File: src/rtl/dmem_arbiter.sv
// Purpose : shares single-port dmem between pipeline port A (priority) and secondary master B.
// Latency : grant is combinational (0 cycles); read data returns 1 cycle after grant, no buffering.
// Backpress: A sees a_stall when B takes the slot; B holds b_req until b_gnt (may abandon).
//
// Ports:
//   clk, rst                      clock, synchronous active-high reset
//   a_read/a_writeb/a_addr/a_wdata  port A request (A active = read or any byte enable)
//   a_stall, a_rvalid             A denied this cycle / dmem_rdata belongs to A's previous load
//   b_req/b_read/b_writeb/b_addr/b_wdata  port B request, sampled on the b_gnt cycle
//   b_gnt, b_rvalid, b_rdata      B accepted / B read data valid / B read data
//   dmem_*                        single-port data memory, registered read data
module dmem_arbiter #(
  parameter int ADDR_W       = 11,
  parameter int STARVE_LIMIT = 4,
  parameter int CNT_W        = 3
) (
  input  logic              clk,
  input  logic              rst,
  input  logic              a_read,
  input  logic [3:0]        a_writeb,
  input  logic [ADDR_W-1:0] a_addr,
  input  logic [31:0]       a_wdata,
  output logic              a_stall,
  output logic              a_rvalid,
  input  logic              b_req,
  input  logic              b_read,
  input  logic [3:0]        b_writeb,
  input  logic [ADDR_W-1:0] b_addr,
  input  logic [31:0]       b_wdata,
  output logic              b_gnt,
  output logic              b_rvalid,
  output logic [31:0]       b_rdata,
  output logic              dmem_read,
  output logic [3:0]        dmem_writeb,
  output logic [ADDR_W-1:0] dmem_addr,
  output logic [31:0]       dmem_wdata,
  input  logic [31:0]       dmem_rdata
);

  logic [CNT_W-1:0] starve_cnt;
  logic             a_act;
  logic             force_b;
  logic             gnt_a;
  logic             gnt_b;

  // Grants are gated by rst so nothing reaches dmem while in reset.
  always_comb begin
    a_act   = a_read | (|a_writeb);
    force_b = (starve_cnt == CNT_W'(STARVE_LIMIT));
    gnt_b   = ~rst & b_req & (~a_act | force_b);
    gnt_a   = ~rst & a_act & ~gnt_b;
  end

  assign b_gnt   = gnt_b;
  assign a_stall = a_act & gnt_b;
  // A consumes dmem_rdata directly; B gets its own copy qualified by b_rvalid.
  assign b_rdata = dmem_rdata;

  // When nobody is granted, addr/wdata follow A but no access is issued.
  always_comb begin
    dmem_read   = 1'b0;
    dmem_writeb = 4'b0000;
    dmem_addr   = a_addr;
    dmem_wdata  = a_wdata;
    if (gnt_b) begin
      dmem_read   = b_read;
      dmem_writeb = b_read ? 4'b0000 : b_writeb;
      dmem_addr   = b_addr;
      dmem_wdata  = b_wdata;
    end else if (gnt_a) begin
      dmem_read   = a_read;
      dmem_writeb = a_writeb;
    end
  end

  // The counter restarts at 0 after a forced grant, so A then gets at least
  // STARVE_LIMIT uncontested cycles before B can be forced in again.
  always_ff @(posedge clk) begin
    if (rst) begin
      starve_cnt <= '0;
      a_rvalid   <= 1'b0;
      b_rvalid   <= 1'b0;
    end else begin
      if (gnt_b || !b_req) begin
        starve_cnt <= '0;
      end else if (!force_b) begin
        starve_cnt <= starve_cnt + CNT_W'(1);
      end
      a_rvalid <= gnt_a & a_read;
      b_rvalid <= gnt_b & b_read;
    end
  end

endmodule

File: config.mk
export PLATFORM = sky130hd
export DESIGN_NAME = dmem_arbiter
export DESIGN_NICKNAME = d
export VERILOG_FILES = /design/src/rtl/dmem_arbiter.sv
export SDC_FILE = /design/constraint.sdc
export NUM_CORES = 1
export LEC_CHECK = 0
export CORE_AREA = 2 2 83 85
export CTS_BUF_LIST = sky130_fd_sc_hd__clkbuf_4 sky130_fd_sc_hd__clkbuf_8 sky130_fd_sc_hd__clkbuf_16
export CTS_CLUSTER_SIZE = 10
export DETAILED_ROUTE_END_ITERATION = 8
export DIE_AREA = 0 0 85 87
export PLACE_DENSITY_LB_ADDON = 0.25
export SYNTH_ARGS = -nofsm -noshare
export SYNTH_HDL_FRONTEND = slang
export SYNTH_SLANG_ARGS = --single-unit
File: constraint.sdc
create_clock -name clk -period 5.2 [get_ports clk]
set_input_delay 0.52 -clock clk [delete_from_list [all_inputs] [get_ports clk]]
set_output_delay 0.52 -clock clk [all_outputs]
set_load 0.05 [all_outputs]
# After elaboration in Yosys (flattened, before gate mapping)

Cells that the tools add are included.

Eq/ne operators: 1
Add/sub/neg operators: 1
Bitwise operators: 12
Muxes and demuxes: 7
Reduce and logical (&&, ||, !) cells: 4

Operator list:

| operator            | count |
|---|---|
| $mux 32             | 1 |
| $mux 4              | 3 |
| $mux 11             | 1 |
| $and 1x1->1         | 7 |
| $reduce_or 4->1     | 1 |
| $add 3x1->3 const B | 1 |
| $eq 3x3->1 const B  | 1 |
| $not 1->1           | 3 |
| $mux 1              | 2 |
| $or 1x1->1          | 2 |
| $reduce_or 2->1     | 1 |
| $logic_not 1->1     | 1 |
| $logic_or 1x1->1    | 1 |

Logic and storage cells: 28
Register bits after elaboration: 5
Output and inout bits: 84

# Longest topological paths before layout

Depth after elaboration: 9
Gate-level depth with buffers: 6

# Least setup slack after synthesis

No wires, ideal clock.

Kind: input port to output port
From: input rst
To: output a_stall
Data required time: 4.680 ns
Arrival time: 1.928 ns
Path slack: 2.752 ns
Stages: 4
Path through: nor4b_4 -> a21oi_4 -> buf_6 -> a21oi_1

Cells in the longest elaborated chain, start to end: 4

Ends and longest elaborated chain:

| what                     | RTL line | text |
|---|---|---|
| start, declared          | 18       | `input logic rst,` |
| $not 1->1                | 50       | `gnt_b = ~rst & b_req & (~a_act \| force_b);` |
| $and 1x1->1 (2 in a row) | 50       |  |
| $and 1x1->1              | 55       | `assign a_stall = a_act & gnt_b;` |
| end, declared            | 23       | `output logic a_stall,` |

Every way passes these cells.

# Worst setup path after layout

From: input rst
To: output dmem_writeb[2]

Cells in the longest elaborated chain, start to end: 7
Elaborated cells between the ends (all ways): 8
Classes of those cells: mux: 2; bitwise: 6

Ends and longest elaborated chain:

| what                     | RTL line | text |
|---|---|---|
| $not 1->1 *              | 50, 51   |  |
| $and 1x1->1 (2 in a row) | 50       |  |
| $not 1->1                | 51       | `gnt_a = ~rst & a_act & ~gnt_b;` |
| $and 1x1->1              | 51       |  |
| $mux 4                   | 70       | `end else if (gnt_a) begin` |
| $mux 4 *                 | 65       | `if (gnt_b) begin` |
| end, declared            | 34       | `output logic [3:0] dmem_writeb,` |

Every way passes the cells marked *; elsewhere a longest branch is shown, timed or not.

==> out/qor.yml <==
detailed_routing:
  drc: 0
  ant_nets: 0
  wirelength_mm: 5.15
  drtIter0Drc: 27
  wl_per_cell_um: 16.5
  viasPerCell: 3.92
  first_pass_iters: 4
  route.vias.total: 1220
sta:
  tns_ns: 0
  hold_ws_ns: 0.457
  relSlewSlack: 0.638
  rsz0062_at_grt: "false"
  setup_violations: 0
  hold_violations: 0
  finalMaxSlewViolations: 0
  worst_slack_ns: 1.74
  fin_crit_ns: 3.46
  finalCritPeriodShare: 0.664
  worst_pin_slew_ns: 0.541
  clock_skew_ns: 0.00164
  max_freq_mhz: 289
yosys:
  ys_warn_count: 0
  yosys-top-cells-area: "mux2_4 46%, buf_4 20%, dfxtp_1 8.1%, mux2_2 4.6%, buf_6 3.7%"
  yosysUniqueCellTypes: 21
  synth_seq_cells: 5
  synth_top_cell_area_share: 0.464
  avgSynthCellArea_um2: 11.1
  ys_seq_area_frac: 0.0815
  yosys.area.top_type: "mux2_4"
  syn-instance-count: 111
  syn-cell-area_mm2: 0.00123
  synth_nets: 244
critical_path:
  reg2reg_depth: 6
  reg2reg_to: "b_rvalid"
  r2r_start: "starve_cnt[0]"
  crit_type: "primary input to output pin"
  cp-start-kind: "primary input"
  ff2ff_setup_slack_ns: 3.65
  critical_path_arrival_ns: 2.94
  startpoint: "rst"
  end_kind: "output pin"
  crit_end: "dmem_writeb[2]"
  critPathRequiredTime_ns: 4.68
  path_max_fanout: 26
placed_design:
  place_area_mm2: 0.00256
  dp_hpwl_mm: 4.53
  dp_slack_ns: 1.72
  place_congestion: 0.736
  port_buffers: 150
global_routing:
  grt-ovfl-total: 0
  grt_pass1_vias: 1199
  grtUsageMet2: 0.216
  grt_max_degree: 27
  use_met1: 0.127
  antenna_found_initial: 0
  top_usage_layer: "met2"
  grt_usage: 0.119
  met3_usage: 0.0493
  grt_pass1_wl_mm: 6.87
power:
  power_mw: 0.352
  power_density_mw_per_mm2: 135
  p_leak_nw: 1.14
  vdd_drop_max_mv: 0.0770
clock_tree:
  clk_transition_reported_paths_ns: 0.04
  cts-root-buf: "clkbuf_8"
  htree_levels: 1
  hold_buffers: 0
  cts_setup_buffers: 0
  clock_path_buffers: 2
  cts_resized: 0
  tritoncts: "built"
  clock_sinks: 5
  clock_latency_ns: 0.22
  cts_made_buffers: 3
final_layout:
  antennaDiodeCount: 0
  fin_area_mm2: 0.00261
  drive_gt1_frac: 0.234
  final_net_count: 365
  area_growth_pct: 112
floorplan:
  ios: 215
  die_area_mm2: 0.00740
  die_width_um: 85
  dieHeight_um: 87
  core-area_mm2: 0.00657
  start_util: 0.187
  rows: 30
worst_hold_path:
  whs_path_depth: 1
  hp-class: "flip-flop to flip-flop"
run:
  maxCapViolCount: 0
run_status:
  outcome: "finished, final reports clean"
[state kept, by name, indices dropped and copies added, names as in the netlist]
signal,count
a_rvalid,1
b_rvalid,1
starve_cnt,3
[metrics by stage]
step                      cells   util
after floorplan             111      -
after global placement      307  0.390
after detailed placement    307  0.390
after CTS                   311  0.397
after global routing        311  0.397
final                       311  0.397
[metal layers]
metal | part of all wire | routed length, um
met1 | 0.36 | 1850
met2 | 0.52 | 2700
met3 | 0.11 | 565
met4 | 0.0052 | 27
met5 | 0 | 0
[worst min-delay path by stage]
stage | start | endpoint | slack [ns]
after floorplan | starve_cnt[0] | starve_cnt[0] | 0.42
after global placement | starve_cnt[0] | starve_cnt[0] | 0.43
after detailed placement | starve_cnt[0] | starve_cnt[0] | 0.46
after CTS | starve_cnt[0] | starve_cnt[0] | 0.46
after global routing | starve_cnt[0] | starve_cnt[0] | 0.49
final | starve_cnt[0] | starve_cnt[0] | 0.46
[where the power goes]
part | switching, mW | internal, mW | leakage [nW]
clock network | 0.0185 | 0.0578 | 0.0262
logic | 0.109 | 0.125 | 1.07
registers | 0.000637 | 0.0398 | 0.0409
total | 0.129 | 0.223 | 1.14
[cells in the final DEF, fill, tap and decap left out, drive strengths merged]
cell           count
ha                 2
nor3               1
a21o               1
buf                2
mux2              43
inv                5
a221o              1
xnor2              1
dfxtp              5
and2               1
nor4b              1
nor2               5
clkdlybuf4s50    150
a31oi              1
a32o               4
a21oi              2
clkbuf             4
nand2b             1
and4b              1
[layout make-up]
cell class / count / area [um2]
fillers: 641 / 3960
multi-input cells: 65 / 825
repair buffers: 152 / 1520
inverters: 5 / 18.8
flip-flops and latches: 5 / 100
clock buffers: 4 / 48.8
well taps: 80 / 100
[cell usage after synthesis]
| master | instances |
|---|---|
| ha_1 | 2 |
| a32o_1 | 4 |
| mux2_2 | 5 |
| a21oi_1 | 1 |
| a21o_1 | 1 |
| inv_1 | 4 |
| a31oi_1 | 1 |
| nor4b_4 | 1 |
| nor3_2 | 1 |
| a21oi_4 | 1 |
| buf_6 | 4 |
| nor2_1 | 5 |
| xnor2_1 | 1 |
| inv_2 | 1 |
| nand2b_1 | 1 |
| and2_1 | 1 |
| mux2_4 | 38 |
| buf_4 | 32 |
| and4b_4 | 1 |
| dfxtp_1 | 5 |
| a221o_1 | 1 |
[critical path, stage by stage]
cell and delay (ns):
clkdlybuf4s50_1 0.55, and4b_4 0.24, a21oi_4 0.11, buf_4 0.41, inv_2 0.13, a32o_1 0.28
clkdlybuf4s50_1 0.70
[logic make-up after synthesis]
group,after synthesis,synth area share
and+or+nand+nor,10,0.0642
buffers and inverters,41,0.247
DFF,5,0.0815
xor gates and xnor gates,1,0.00713
muxes,43,0.510
adders and majority gates,2,0.0204
AOI/OAI and AO/OA,9,0.0693
(Power assumes the default switching activity.)
